==> src/rtl/serial_pkg.sv <==
// Shared types and defaults for the serial transmit/receive blocks.
package serial_pkg;

    typedef enum logic {
        IDLE  = 1'b0,
        SHIFT = 1'b1
    } ser_state_t;

    localparam int DEF_WIDTH = 8;

endpackage

==> src/rtl/piso_serializer_if.sv <==
// Load handshake and serial output bundle for piso_serializer.
// master = the side that supplies words, slave = the serializer itself.
interface piso_serializer_if import serial_pkg::*; #(
    parameter int WIDTH = DEF_WIDTH
);
    logic [WIDTH-1:0] Pin;
    logic             load_valid;
    logic             load_ready;
    logic             Sout;
    logic             Sout_valid;
    logic             busy;
    logic             done;

    modport master (
        output Pin, load_valid,
        input  load_ready, Sout, Sout_valid, busy, done
    );

    modport slave (
        input  Pin, load_valid,
        output load_ready, Sout, Sout_valid, busy, done
    );
endinterface

==> src/rtl/piso_serializer_bit_counter.sv <==
// Frame bit index counter: counts 0..WIDTH-1 and saturates at the terminal
// count, so the index can never run past the last bit of a frame.
module bit_counter import serial_pkg::*; #(
    parameter int WIDTH = DEF_WIDTH
) (
    input  logic Clock,
    input  logic reset,
    input  logic clear_i,
    input  logic en_i,
    output logic tc_o
);
    localparam int            CW   = $clog2(WIDTH);
    localparam logic [CW-1:0] LAST = CW'(WIDTH - 1);

    logic [CW-1:0] cnt_q;
    logic [CW-1:0] cnt_d;

    assign tc_o = (cnt_q == LAST);

    // Next index: clear wins over enable; hold once the last bit is reached.
    always_comb begin
        cnt_d = cnt_q;
        if (clear_i) begin
            cnt_d = '0;
        end else if (en_i && !tc_o) begin
            cnt_d = cnt_q + 1'b1;
        end
    end

    // Index register, cleared asynchronously.
    always_ff @(posedge Clock or negedge reset) begin
        if (!reset) begin
            cnt_q <= '0;
        end else begin
            cnt_q <= cnt_d;
        end
    end
endmodule

==> src/rtl/piso_serializer.sv <==
// Parallel-in/serial-out transmitter. A word accepted through the
// valid/ready handshake is shifted out LSB first, one bit per clock.
// A new word may be accepted during the last bit of a frame, which keeps
// back-to-back frames gap-free.
module piso_serializer import serial_pkg::*; #(
    parameter int   WIDTH    = DEF_WIDTH,
    parameter logic IDLE_LVL = 1'b0
) (
    input  logic              Clock,
    input  logic              reset,
    piso_serializer_if.slave  bus
);
    ser_state_t       state_q;
    logic [WIDTH-1:0] shreg_q;
    logic             last_bit;
    logic             shifting;
    logic             accept;

    assign shifting = (state_q == SHIFT);

    // Ready depends on registered state only, never on load_valid.
    assign bus.load_ready = !shifting || last_bit;
    assign accept         = bus.load_valid && bus.load_ready;

    // Outputs decode straight from registers.
    assign bus.Sout       = shifting ? shreg_q[0] : IDLE_LVL;
    assign bus.Sout_valid = shifting;
    assign bus.busy       = shifting;
    assign bus.done       = shifting && last_bit;

    // Bit index of the bit currently on Sout; restarts on every load and
    // returns to zero when a frame ends without a follow-on word.
    bit_counter #(
        .WIDTH (WIDTH)
    ) u_cnt (
        .Clock   (Clock),
        .reset   (reset),
        .clear_i (accept || (shifting && last_bit)),
        .en_i    (shifting),
        .tc_o    (last_bit)
    );

    // FSM plus shift register: load on accept, otherwise shift while in a
    // frame and drop to IDLE after the last bit. Reset aborts any frame.
    always_ff @(posedge Clock or negedge reset) begin
        if (!reset) begin
            state_q <= IDLE;
            shreg_q <= '0;
        end else if (accept) begin
            state_q <= SHIFT;
            shreg_q <= bus.Pin;
        end else if (shifting) begin
            shreg_q <= shreg_q >> 1;
            if (last_bit) begin
                state_q <= IDLE;
            end
        end
    end
endmodule
==> src/flat_wrapper.sv <==
// flat-port wrapper written by rule: the top's interface ports become plain ports
module piso_serializer_flat import serial_pkg::*;
#(
    parameter int   WIDTH    = DEF_WIDTH,
    parameter logic IDLE_LVL = 1'b0
)
  (Clock, reset, bus_Pin, bus_load_valid, bus_load_ready, bus_Sout, bus_Sout_valid, bus_busy, bus_done);
  piso_serializer_if #(.WIDTH(WIDTH)) bus_i ();
  input  logic Clock;
  input  logic reset;
  input wire logic [$bits(bus_i.Pin)-1:0] bus_Pin;
  input wire logic [$bits(bus_i.load_valid)-1:0] bus_load_valid;
  output wire logic [$bits(bus_i.load_ready)-1:0] bus_load_ready;
  output wire logic [$bits(bus_i.Sout)-1:0] bus_Sout;
  output wire logic [$bits(bus_i.Sout_valid)-1:0] bus_Sout_valid;
  output wire logic [$bits(bus_i.busy)-1:0] bus_busy;
  output wire logic [$bits(bus_i.done)-1:0] bus_done;
  assign bus_i.Pin = bus_Pin;
  assign bus_i.load_valid = bus_load_valid;
  assign bus_load_ready = bus_i.load_ready;
  assign bus_Sout = bus_i.Sout;
  assign bus_Sout_valid = bus_i.Sout_valid;
  assign bus_busy = bus_i.busy;
  assign bus_done = bus_i.done;
  piso_serializer #(.WIDTH(WIDTH), .IDLE_LVL(IDLE_LVL)) u_core (.Clock(Clock), .reset(reset), .bus(bus_i));
endmodule
==> config.mk <==
export PLATFORM = sky130hd
export DESIGN_NAME = piso_serializer_flat
export DESIGN_NICKNAME = d
export VERILOG_FILES = /design/src/rtl/serial_pkg.sv /design/src/rtl/piso_serializer_if.sv /design/src/rtl/piso_serializer_bit_counter.sv /design/src/rtl/piso_serializer.sv /design/src/flat_wrapper.sv
export SDC_FILE = /design/constraint.sdc
export NUM_CORES = 1
export LEC_CHECK = 0
export CELL_PAD_IN_SITES_DETAIL_PLACEMENT = 0
export CELL_PAD_IN_SITES_GLOBAL_PLACEMENT = 1
export CORE_MARGIN = 10
export CORE_UTILIZATION = 40
export CTS_BUF_LIST = sky130_fd_sc_hd__clkbuf_2 sky130_fd_sc_hd__clkbuf_4 sky130_fd_sc_hd__clkbuf_8
export CTS_CLUSTER_DIAMETER = 80
export DETAILED_ROUTE_END_ITERATION = 10
export PLACE_DENSITY = 0.87
export SYNTH_ARGS = -nofsm -noshare
export SYNTH_HDL_FRONTEND = slang
export SYNTH_SLANG_ARGS = --single-unit
==> constraint.sdc <==
create_clock -name Clock -period 2.5 [get_ports Clock]
set_input_delay 0.5 -clock Clock [delete_from_list [all_inputs] [get_ports Clock]]
set_output_delay 0.5 -clock Clock [all_outputs]
set_load 0.02 [all_outputs]
==> results of run 1 <==
## area by class of cell
| class | instances | area [um^2] | area share |
|---|---|---|---|
| Inverter | 7 | 26.3 | 0.0338 |
| Multi-Input combinational cell | 37 | 256 | 0.330 |
| Sequential cell | 12 | 300 | 0.386 |
| Clock buffer | 3 | 22.5 | 0.0289 |
| Tap cell | 16 | 20.0 | 0.0257 |
| Timing Repair Buffer | 15 | 153 | 0.196 |
## cell usage after synthesis (2+ instances only)
cell type / instances
nor2b_1: 3
a31oi_1: 5
dfrtp_1: 12
a22o_1: 2
buf_6: 3
nor2_1: 3
o22ai_1: 7
ha_1: 3
inv_1: 6
a211oi_1: 2
and2_1: 2
## layer usage
| layer | up-vias | wire length, um |
|---|---|---|
| li1 | 242 | - |
| met4 | 0 | 0 |
| met5 | - | 0 |
| met3 | 0 | 73 |
| met2 | 12 | 622 |
| met1 | 220 | 512 |
## stage by stage
stage           util  setup WS [ns]  hold slack [ns]  instances
6_report       0.523          0.209            0.520         90
4_1_cts        0.521         0.0343            0.531         90
5_1_grt        0.523          0.132            0.537         90
3_5_place_dp   0.506          0.348            0.511         87
3_3_place_gp   0.506          0.367            0.493         87
2_1_floorplan      -          0.925            0.204         60
## state kept, by name, summed over array words and instances, names as in the netlist
signal / count
u_core.shreg_q: 8
u_core.bus.Sout_valid: 1
u_core.u_cnt.cnt_q: 3
## where the power goes
part	total (mW)	internal, mW	leakage (nW)	switching [mW]
Combinational	0.374	0.199	0.218	0.175
Clock	0.112	0.0556	0.0138	0.0562
Sequential	0.335	0.281	0.147	0.0548
Total	0.821	0.535	0.379	0.286
## final timing paths
kind,endpoint,slack [ns],cells past startpoint
worst max-delay path,bus_done,0.21,4
worst min-delay path,u_core.u_cnt.cnt_q[1]$_DFFE_PN0P_,0.52,1
worst max register to register,u_core.shreg_q[4]$_DFFE_PN0P_,1.03,5
worst min register to register,u_core.u_cnt.cnt_q[1]$_DFFE_PN0P_,0.52,1
max in group asynchronous,u_core.shreg_q[4]$_DFFE_PN0P_,1.58,1
min in group asynchronous,u_core.bus.Sout_valid$_DFF_PN0_,0.57,1
## worst register-to-register path, cell delays in order (launching register included)
cell,delay (ns)
dfrtp_1,0.38
ha_1,0.21
ha_1,0.23
a21bo_2,0.27
o22ai_1,0.17
a31oi_1,0.06
## cells by family after synthesis
kind of cell,count (synthesis)
compound gates,19
fa+ha+maj,3
buf+inv,11
flops,12
mux,1
simple gates,14
## what timing repair did
item	in CTS	in global routing
endpoints found under the setup margin	0	1
gates resized for setup	0	1
buffers inserted	0	0
==> impl_metrics.py, run 1 <==
metrics = {
    "cts": {
        "clk_pin_slew_worst_paths_ns": 0.07,
        "cts.sinks": 12,
        "cts_made_buffers": 3,
        "clockRootBuffer": "clkbuf_4",
        "ctsHoldBuffers": 0,
        "insertion_delay_ns": 0.26,
        "htreeDepth": 1,
        "clockBufferDepth": 2,
        "cts_tree": "yes",
    },
    "detailed_routing": {
        "vias": 474,
        "routed_wl_mm": 1.21,
        "drc": 0,
        "ant_nets": 0,
        "wl_per_cell_um": 13.4,
        "drtPass1Iterations": 4,
        "viasPerCell": 5.27,
        "first_iter_violations": 10,
    },
    "placed_design": {
        "hpwl_um": 941,
        "place_congestion": 0.741,
        "dpl-instance-area_um2": 753,
        "portBuffers": 15,
    },
    "layout": {
        "final_common_cell": "clkdlybuf4s50_1",
        "fillCellCount": 140,
        "drive_gt1_frac": 0.0811,
        "mostFrequentLayoutCells": "clkdlybuf4s50_1 (14), dfrtp_1 (12), o22ai_1 (7), inv_1 (6), a31oi_1 (5)",
        "n_antenna_cell": 0,
        "syn2layout_area_growth_pct": 24.6,
        "fin_area_um2": 778,
        "nets": 90,
    },
    "worst_setup_path": {
        "critical_path_buf_inv_count": 1,
        "crit_chain": "ha_1, ha_1, and2_1, clkdlybuf4s50_1",
        "end_kind": "output port",
        "crit_top_cell": "ha_1",
        "path_class": "flop to output port",
        "cpMaxStageDelayCell": "clkdlybuf4s50_1",
        "critPathMaxStageDelay_ns": 0.53,
        "start_kind": "flop",
        "crit_family": "buffers and inverters",
        "crit_required_ns": 2.00,
        "crit_path_start": "u_core.u_cnt.cnt_q[0]$_DFFE_PN0P_",
        "critPathMaxFanout": 5,
        "critical_path_arrival_ns": 1.79,
        "worstReg2RegStart": "u_core.u_cnt.cnt_q[0]$_DFFE_PN0P_",
    },
    "timing": {
        "max-slew-margin-rel": 0.601,
        "rsz0062_at_grt": "false",
        "max_freq_mhz": 436,
        "post-route-period-util": 0.916,
        "post-route-min-period_ns": 2.29,
        "setup_tns_ns": 0,
        "slew_viol_final": 0,
        "hold_viol_final": 0,
        "setup_viol": 0,
        "tightest_slew_ns": 0.596,
        "clock_skew_ns": 0.00434,
    },
    "global_routing": {
        "antenna_found_initial": 0,
        "grt_pass1_wl_mm": 2.03,
        "grt-ovfl-total": 0,
        "first_global_vias": 471,
        "grt_use_total": 0.0731,
        "grt_util_met3": 0.0215,
        "grt_max_degree": 18,
        "grt_use_met1": 0.0838,
        "met2_usage": 0.114,
        "grt_busiest_layer": "met2",
    },
    "yosys": {
        "synth-xor-area-share": 0,
        "yosysTopAreaCellShare": 0.481,
        "ys.warnings.count": 0,
        "synth_area_leaders": "dfrtp_1 (48%), o22ai_1 (7.0%), ha_1 (6.0%)",
        "synth_largest_area_cell": "dfrtp_1",
        "syn-mean-instance-area_um2": 10.4,
        "synth_nets": 74,
        "synth-compound-area-share": 0.208,
        "synth_edf_count": 0,
        "synth.distinct_cells": 23,
        "muxShareOfSynthArea": 0.0160,
        "synth_area_um2": 624,
        "yosys.area_share.simple": 0.126,
        "seq_area_frac_synth": 0.481,
        "synth-adder-area-share": 0.0601,
        "syn_inst": 60,
        "synth_top_family_by_area": "compound AO/OA/AOI/OAI gates",
        "ys.flop_type": "dfrtp_1",
        "async_reset_ff_frac": 1.00,
        "synth-seq-cells": 12,
    },
    "pwr": {
        "p_leak_nw": 0.379,
        "powerDensity_nw_per_um2": 1060,
        "finalPower_mw": 0.821,
        "ir_drop_mv": 0.560,
    },
    "hold_path": {
        "hold_path_class": "flop to flop",
        "worstHoldStart": "u_core.u_cnt.cnt_q[1]$_DFFE_PN0P_",
    },
    "die": {
        "dieArea_um2": 3540,
        "io-pin-count": 16,
        "die_x_um": 59.5,
        "initial_core_util": 0.419,
        "core-area_um2": 1490,
        "rows": 14,
        "die_h_um": 59.5,
    },
    "run_status": {
        "run_status": "complete, no violations",
    },
    "job": {
        "cap_violations": 0,
    },
}
Note: power is estimated with default switching activity, not from simulation.
==> run 2, diff against run 1 <==
--- a/config.mk
+++ b/config.mk
@@ -7,12 +7,15 @@
 export LEC_CHECK = 0
 export CELL_PAD_IN_SITES_DETAIL_PLACEMENT = 0
 export CELL_PAD_IN_SITES_GLOBAL_PLACEMENT = 1
-export CORE_MARGIN = 10
-export CORE_UTILIZATION = 40
+export CORE_AREA = 10 10 47 49
 export CTS_BUF_LIST = sky130_fd_sc_hd__clkbuf_2 sky130_fd_sc_hd__clkbuf_4 sky130_fd_sc_hd__clkbuf_8
 export CTS_CLUSTER_DIAMETER = 80
 export DETAILED_ROUTE_END_ITERATION = 10
-export PLACE_DENSITY = 0.87
+export DIE_AREA = 0 0 57 59
+export DONT_BUFFER_PORTS = 1
+export GPL_ROUTABILITY_DRIVEN = 0
+export PLACE_DENSITY = 0.8
+export RECOVER_POWER = 50
 export SYNTH_ARGS = -nofsm -noshare
 export SYNTH_HDL_FRONTEND = slang
 export SYNTH_SLANG_ARGS = --single-unit
==> impl_metrics.py, run 2 (synthesis gave the netlist of run 1 again) <==
metrics = {
    "run_status": {
        "run_status": "complete, no violations",
    },
    "cts": {
        "cts_setup_buffers": 0,
        "clockBufferDepth": 2,
        "ctsHoldBuffers": 1,
        "cts_made_buffers": 3,
        "cts.sinks": 12,
        "htreeDepth": 1,
        "insertion_delay_ns": 0.26,
        "clockRootBuffer": "clkbuf_4",
        "cts_tree": "yes",
        "clk_pin_slew_worst_paths_ns": 0.07,
        "cts_resized": 0,
    },
    "pwr": {
        "power.share.sequential": 0.461,
        "p_comb_frac": 0.390,
        "ir_drop_mv": 0.390,
        "pwr-share-clk": 0.149,
        "switching_share": 0.368,
        "p_int_mw": 0.476,
        "powerDensity_nw_per_um2": 1180,
        "p_leak_nw": 0.309,
        "power_switching_mw": 0.277,
    },
    "detailed_routing": {
        "ant_nets": 0,
        "wl_per_cell_um": 15.2,
        "vias": 426,
        "first_iter_violations": 3,
        "viasPerCell": 5.61,
        "routed_wl_mm": 1.16,
        "drtPass1Iterations": 4,
        "drc": 0,
    },
    "timing": {
        "hold_viol_final": 0,
        "max-slew-margin-rel": 0.566,
        "tightest_slew_ns": 0.652,
        "post-route-period-util": 0.778,
        "max_freq_mhz": 514,
        "clock_skew_ns": 0.00318,
        "post-route-min-period_ns": 1.95,
        "setup_viol": 0,
        "rsz0062_at_grt": "false",
        "setup_tns_ns": 0,
        "slew_viol_final": 0,
        "setup_ws_ns": 0.554,
    },
    "layout": {
        "seqCellArea_um2": 300,
        "nets": 76,
        "drive_gt1_frac": 0.100,
        "largest_reg_flops": 8,
        "mostFrequentLayoutCells": "dfrtp_1 (12), o22ai_1 (7), inv_1 (6), a31oi_1 (5)",
        "syn2layout_area_growth_pct": 1.80,
        "layoutNonFillerInstCount": 76,
        "n_antenna_cell": 0,
        "fillCellCount": 151,
        "final_common_cell": "dfrtp_1",
        "regMostFlops": "u_core.shreg_q",
        "multi_input_area_um2": 256,
    },
    "die": {
        "dieArea_um2": 3360,
        "die_h_um": 59,
        "initial_core_util": 0.446,
        "rows": 14,
        "io-pin-count": 16,
        "core-area_um2": 1400,
        "die_x_um": 57,
    },
    "placed_design": {
        "portBuffers": 0,
        "pre_cts_slack_ns": 0.841,
        "place_inst": 72,
        "hpwl_um": 892,
    },
    "global_routing": {
        "antenna_found_initial": 0,
        "grt_max_degree": 18,
        "grt-ovfl-total": 0,
        "grt_use_total": 0.0757,
        "first_global_vias": 478,
        "grt_pass1_wl_mm": 1.98,
    },
    "worst_setup_path": {
        "path_class": "flop to output port",
        "end_kind": "output port",
        "start_kind": "flop",
        "crit_required_ns": 2.00,
        "critPathMaxFanout": 6,
        "critical_path_arrival_ns": 1.45,
    },
    "job": {
        "cap_violations": 0,
    },
    "hold_path": {
        "hold_path_class": "input pin to flop",
    },
}
-- run 2: cell types whose count changed in the layout (fill, tap and decap cells not counted), sizes merged --
cell           previous run  this run
clkdlybuf4s50            14         0
dlygate4sd3               0         1
dlymetal6s2s              1         0
-- run 2: critical path, cell delays in order (launching register included) --
cell and delay [ns]:
dfrtp_1 0.39, ha_1 0.22, ha_1 0.24, and2b_1 0.24
inv_2 0.10
-- run 2: through the flow --
stage                     utilization  power [mW]  hold slack [ns]  area (um^2)
after detailed placement        0.430       0.648            0.205          603
final                           0.454       0.753            0.338          636
after CTS                       0.454       0.767            0.327          636
after floorplan                     -       0.608            0.204          624
after global placement          0.430       0.633            0.205          603
after global routing            0.454       0.828            0.330          636
-- run 2: final timing paths --
kind | start | to | slack [ns] | depth (start not counted)
min in group asynchronous | reset | u_core.u_cnt.cnt_q[2]$_DFFE_PN0P_ | 0.65 | 1
min | bus_load_valid | u_core.shreg_q[1]$_DFFE_PN0P_ | 0.34 | 1
max reg2reg | u_core.u_cnt.cnt_q[0]$_DFFE_PN0P_ | u_core.shreg_q[4]$_DFFE_PN0P_ | 1.03 | 5
max | u_core.u_cnt.cnt_q[0]$_DFFE_PN0P_ | bus_load_ready | 0.55 | 4
min reg2reg | u_core.u_cnt.cnt_q[1]$_DFFE_PN0P_ | u_core.u_cnt.cnt_q[1]$_DFFE_PN0P_ | 0.52 | 1
max in group asynchronous | reset | u_core.shreg_q[2]$_DFFE_PN0P_ | 1.50 | 1
-- run 2: power by group through the flow --
| stage | logic, mW | clock network (mW) | registers [mW] |
|---|---|---|---|
| final | 0.294 | 0.112 | 0.347 |
| after global routing | 0.340 | 0.126 | 0.361 |
| after CTS | 0.300 | 0.118 | 0.348 |
| after detailed placement | 0.296 | 0 | 0.352 |
| after global placement | 0.286 | 0 | 0.347 |
| after floorplan | 0.283 | 0 | 0.324 |
-- run 2: layer usage --
layer  GRT usage  up-vias  share of wire
met5           0        -              0
met2       0.107       19           0.42
li1            -      211              -
met1      0.0860      194           0.46
met4      0.0604        0         0.0078
met3      0.0343        2           0.12
-- run 2: area by class of cell --
cell class | count | area share
flip-flops and latches | 12 | 0.472
multi-input cells | 37 | 0.404
inverters | 7 | 0.0413
clock buffers | 3 | 0.0354
well taps | 16 | 0.0315
repair buffers | 1 | 0.0157
